File: src/rtl/scalar_product_acc_pkg.sv
// Shared width derivations and default sizing for the scalar-product datapath,
// reused by the multiplier wrapper and its bench.
package scalar_product_acc_pkg;

   localparam int DEF_NBITS  = 4;
   localparam int DEF_NLANES = 4;
   localparam int DEF_NBEATS = 2;

   // Ceiling log2; returns 0 for an argument of 1.
   function automatic int clog2_f(input int v);
      int r;
      r = 0;
      while ((1 << r) < v) r++;
      return r;
   endfunction

   function automatic int part_w_f(input int nbits, input int nlanes);
      return 2 * nbits + clog2_f(nlanes);
   endfunction

   function automatic int acc_w_f(input int nbits, input int nlanes, input int nbeats);
      return 2 * nbits + clog2_f(nlanes * nbeats);
   endfunction

endpackage

File: src/rtl/scalar_product_acc_lane_adder_tree.sv
// Combinational unsigned sum of NLANES packed lanes, full-width result.
module lane_adder_tree
   import scalar_product_acc_pkg::*;
#(
   parameter  int NLANES = DEF_NLANES,
   parameter  int LANE_W = 2 * DEF_NBITS,
   localparam int SUM_W  = LANE_W + clog2_f(NLANES)
) (
   input  logic [NLANES*LANE_W-1:0] i_lanes,
   output logic [SUM_W-1:0]         o_sum
);

   logic [SUM_W-1:0] w_sum;

   always_comb begin
      w_sum = '0;
      for (int i = 0; i < NLANES; i++) begin
         w_sum = w_sum + SUM_W'(i_lanes[i*LANE_W +: LANE_W]);
      end
   end

   assign o_sum = w_sum;

endmodule

File: src/rtl/scalar_product_acc.sv
// Two-stage accumulator: stage 1 reduces one beat of lane products, stage 2
// accumulates NBEATS partials into one scalar product with a held result.
module scalar_product_acc
   import scalar_product_acc_pkg::*;
#(
   parameter  int NBITS  = DEF_NBITS,
   parameter  int NLANES = DEF_NLANES,
   parameter  int NBEATS = DEF_NBEATS,
   localparam int PROD_W = 2 * NBITS,
   localparam int PART_W = part_w_f(NBITS, NLANES),
   localparam int ACC_W  = acc_w_f(NBITS, NLANES, NBEATS)
) (
   input  logic                     clk,
   input  logic                     reset,
   input  logic [NLANES*PROD_W-1:0] prod_in,
   input  logic                     in_valid,
   output logic                     in_ready,
   output logic [ACC_W-1:0]         sum_out,
   output logic                     out_valid,
   input  logic                     out_ready
);

   localparam int CNT_W = (NBEATS > 1) ? clog2_f(NBEATS) : 1;

   // Handshake: a beat transfers on an edge where in_valid && in_ready; a
   // result transfers where out_valid && out_ready. Everything advances only
   // when the output register is empty or being drained (w_adv).
   logic              w_adv;
   logic              w_accept;
   logic              w_beat_last;
   logic              w_done;
   logic [PART_W-1:0] w_lane_sum;
   logic [ACC_W-1:0]  w_acc_next;

   logic [CNT_W-1:0]  r_cnt;
   logic              r_s1_valid;
   logic              r_s1_last;
   logic [PART_W-1:0] r_s1_sum;
   logic              r_first;
   logic [ACC_W-1:0]  r_acc;
   logic [ACC_W-1:0]  r_sum_out;
   logic              r_out_valid;

   lane_adder_tree #(
      .NLANES (NLANES),
      .LANE_W (PROD_W)
   ) u_tree (
      .i_lanes (prod_in),
      .o_sum   (w_lane_sum)
   );

   assign w_adv       = !r_out_valid || out_ready;
   assign w_accept    = in_valid && w_adv;
   assign w_beat_last = (r_cnt == CNT_W'(NBEATS - 1));
   assign w_done      = r_s1_valid && r_s1_last;
   assign w_acc_next  = (r_first ? '0 : r_acc) + ACC_W'(r_s1_sum);

   // Stage 1: per-beat lane reduction and beat position tracking.
   always_ff @(posedge clk) begin
      if (reset) begin
         r_cnt      <= '0;
         r_s1_valid <= 1'b0;
         r_s1_last  <= 1'b0;
         r_s1_sum   <= '0;
      end else if (w_adv) begin
         r_s1_valid <= w_accept;
         if (w_accept) begin
            r_s1_sum  <= w_lane_sum;
            r_s1_last <= w_beat_last;
            r_cnt     <= w_beat_last ? '0 : r_cnt + CNT_W'(1);
         end
      end
   end

   // Stage 2: accumulate partials; the last one publishes the product and
   // re-arms the accumulator so back-to-back products need no bubble.
   always_ff @(posedge clk) begin
      if (reset) begin
         r_acc       <= '0;
         r_first     <= 1'b1;
         r_sum_out   <= '0;
         r_out_valid <= 1'b0;
      end else if (w_adv) begin
         r_out_valid <= w_done;
         if (r_s1_valid) begin
            if (r_s1_last) begin
               r_sum_out <= w_acc_next;
               r_acc     <= '0;
               r_first   <= 1'b1;
            end else begin
               r_acc     <= w_acc_next;
               r_first   <= 1'b0;
            end
         end
      end
   end

   assign in_ready  = w_adv;
   assign sum_out   = r_sum_out;
   assign out_valid = r_out_valid;

endmodule

File: config.mk
export PLATFORM = sky130hd
export DESIGN_NAME = scalar_product_acc
export DESIGN_NICKNAME = d
export VERILOG_FILES = /design/src/rtl/scalar_product_acc_pkg.sv /design/src/rtl/scalar_product_acc_lane_adder_tree.sv /design/src/rtl/scalar_product_acc.sv
export SDC_FILE = /design/constraint.sdc
export NUM_CORES = 1
export LEC_CHECK = 0
export CORE_MARGIN = 5
export CORE_UTILIZATION = 29
export CTS_CLUSTER_SIZE = 16
export DETAILED_ROUTE_END_ITERATION = 7
export GPL_TIMING_DRIVEN = 0
export PLACE_DENSITY = 0.46
export SYNTH_ARGS = -nofsm -noshare
export SYNTH_HDL_FRONTEND = slang
export SYNTH_HIERARCHICAL = 1
export SYNTH_SLANG_ARGS = --single-unit
File: constraint.sdc
create_clock -name clk -period 3.7 [get_ports clk]
set_clock_uncertainty 0.05 [all_clocks]
set_input_delay 0.37 -clock clk [delete_from_list [all_inputs] [get_ports clk]]
set_output_delay 0.37 -clock clk [all_outputs]
set_load 0.01 [all_outputs]
==> results by group <==
Outcome
  – Outcome: finished, final reports clean

Setup path
  – Worst EP required: 3.86 ns
  – Crit start category: input pin
  – CP max-delay cell: fa_1
  – Max incr delay on CP: 0.51 ns
  – Cell family with most CP delay: adder cells
  – Critical-path cell list: clkdlybuf4s50_1, inv_1, fa_1, fa_1, inv_1, ha_1, a21o_1, a2111oi_0, mux2i_1, nand2_1, nand2_1, a21oi_1
  – CP arrival: 3.27 ns
  – Critical Path End Type: flop
  – Crit path kind: input pin to flop
  – Worst setup path start: prod_in[5]
  – Critical R2R Launch: r_first
  – CP Max Fanout: 6
  – Crit path buffers/inverters: 3

Synth
  – FFs w/ async S/R, synth: 0
  – Yosys reg bits: 37
  – Cells after Synth: 311
  – Post-synth EDFFs: 0
  – Syn_area_per_cell: 8.46 sq um
  – Seq/Total Area, Yosys: 0.282
  – Synthesized area: 2630 sq um
  – Synth Flop Type: dfxtp_1
  – Post-synth cell types: 50
  – Total number of yosys warnings: 6
  – Post-Syn Nets: 383

Die
  – Die width: 105 um
  – Die ar.: 11,100 sq um
  – Die Span Y: 105 um
  – I/O pin cnt: 49
  – FP Rows: 34
  – Initial Util: 0.300
  – Core Box Area: 8760 sq um

Clock network
  – Clock root cell: clkbuf_8
  – Num CTS Buffers: 5
  – H-tree levels: 2
  – TritonCTS clock tree: built
  – CTS Hold Bufs: 0
  – Max Root-Sink Buffers: 2
  – Num Clock Sinks: 37
  – # resized after CTS: 0
  – Worst skew pair latency: 0.29 ns
  – Clk slew on worst S/H paths: 0.07 ns
  – Setup bufs post-CTS: 0

Placed design
  – Gpl congestion: 0.755
  – PortBufs: 48
  – Cell total after placement: 467
  – Final HPWL DP: 4890 um

Detailed routing
  – DRC viols: 0
  – ANT nets after route: 0
  – Drt pass-1 iters: 5
  – Initial DRC Count: 91
  – Vias/cell: 4.81
  – WL per Instance: 12.5 um
  – Routed Wire Length: 5960 um
  – Routed via count: 2,283

STA
  – Slew @ Worst Pin: 0.570 ns
  – Setup_tns: 0 ns
  – Crit share post-route: 0.839
  – Final slew viol count: 0
  – Tmin final: 3.11 ns
  – Hold Fails Final Rpt: 0
  – Setup repair after global routing missed its margin: no
  – Slew headroom: 0.620
  – Max frequency: 0.322 GHz
  – Count of final setup violators: 0

Run
  – Max Cap Viol: 0

GRT
  – Initial antenna violation count: 0
  – GRT overflow: 0
  – Vias in the first global route: 2,322
  – Largest net degree at the start of global routing: 12
  – GRT Total Usage: 0.109
  – First-pass GRT wire length: 10,200 um

Final layout
  – # diodes: 0
  – Commonest non-fill, non-tap cell in the layout: clkdlybuf4s50_1
  – Layout net count: 438
  – Area delta synth->final: 27.8%
  – FILL cells: 926
  – Post-route insts no fill: 475
  – Most frequent cells in the layout: clkdlybuf4s50_1, inv_1, dfxtp_1, nand2_1, a21oi_1
  – Share of layout cells above drive strength 1: 0.0354

Worst hold path
  – Hold WC Path Type: flop to flop
  – Hold Crit Start: r_s1_sum[4]

Power and ir drop
  – Pwr Density: 385 nW/um^2
  – Leakage Power: 1.49 nW
  – VDD IR max: 238 uV
-- power breakdown --
group / leakage [nW] / internal, W / switching (W) / total (W)
Sequential: 0.301 / 0.000433 / 0.0000210 / 0.000454
Clock: 0.0585 / 0.000220 / 0.000147 / 0.000366
Combinational: 1.13 / 0.000221 / 0.000252 / 0.000474
-- cells by family after synthesis --
group | count (synthesis) | synth area share
xor+xnor | 9 | 0.0300
mux | 3 | 0.0119
flops | 37 | 0.282
compound gates | 76 | 0.190
fa+ha+maj | 36 | 0.220
buf+inv | 53 | 0.0761
simple gates | 97 | 0.191
-- stage by stage --
stage / cell area (sq um) / utilization / hold WS [ns] / setup WS [ns] / power, W
after global placement: 3250 / 0.371 / 0.392 / 0.309 / 0.000940
after detailed placement: 3250 / 0.371 / 0.406 / 0.290 / 0.000943
after global routing: 3360 / 0.384 / 0.441 / 0.438 / 0.00140
after CTS: 3360 / 0.384 / 0.417 / 0.592 / 0.00131
final: 3360 / 0.384 / 0.413 / 0.594 / 0.00129
after floorplan: 2630 / - / 0.391 / 0.916 / 0.000819
-- sequential cells by signal, summed over array words and instances (netlist names) --
| name | flops |
|---|---|
| r_first | 1 |
| r_s1_last | 1 |
| r_s1_sum | 10 |
| r_s1_valid | 1 |
| sum_out | 11 |
| r_acc | 11 |
| r_cnt | 1 |
| out_valid | 1 |
-- synth_stat cells (3+ instances only) --
library cell  instances  area, sq um
nand3_1               5         25.0
a21o_1                7         52.6
xnor2_1               6         52.6
ha_1                 19          238
a21oi_1              28          140
clkbuf_1             10         37.5
nand3b_1              6         45.0
nand2_1              34          128
xor2_1                3         26.3
nand2b_1              3         18.8
nor3_1                4         20.0
nor2_1               13         48.8
a22o_1                7         61.3
and2_1                3         18.8
nor2b_1              13         81.3
o21ai_0              12         60.1
nor4_1                3         18.8
a22oi_1               4         30.0
fa_1                 17          340
inv_1                41          154
dfxtp_1              37          741
-- final cells by class --
class | instances | area (sq um) | area share
Buffer | 11 | 42.5 | 0.0126
Inverter | 42 | 158 | 0.0469
Clock inverter | 1 | 30.0 | 0.00893
Tap cell | 108 | 135 | 0.0402
Timing Repair Buffer | 48 | 480 | 0.143
Multi-Input combinational cell | 221 | 1690 | 0.503
Sequential cell | 37 | 741 | 0.220
Clock buffer | 7 | 86.3 | 0.0257
-- tightest hold or removal path, cell delays in order (launching register included) --
cell and delay (ns):
dfxtp_1 0.32, nand2_1 0.05, a21oi_1 0.05
-- per-layer routing --
layer / up-vias / global-route usage / part of all wire / routed length (um)
li1: 1170 / - / - / -
met1: 1077 / 0.148 / 0.49 / 2920
met2: 34 / 0.181 / 0.47 / 2830
met3: 2 / 0.0232 / 0.030 / 178
met4: 0 / 0.0192 / 0.0052 / 31
met5: - / 0 / 0 / 0
-- path summary, 6_finish.rpt --
check | endpoint | slack (ns) | cells past startpoint
max | r_s1_sum[8] | 0.59 | 12
max reg2reg | sum_out[9] | 0.99 | 8
min | r_s1_sum[4] | 0.41 | 2
min reg2reg | r_s1_sum[4] | 0.41 | 2
Note: power is estimated with default switching activity, not from simulation.
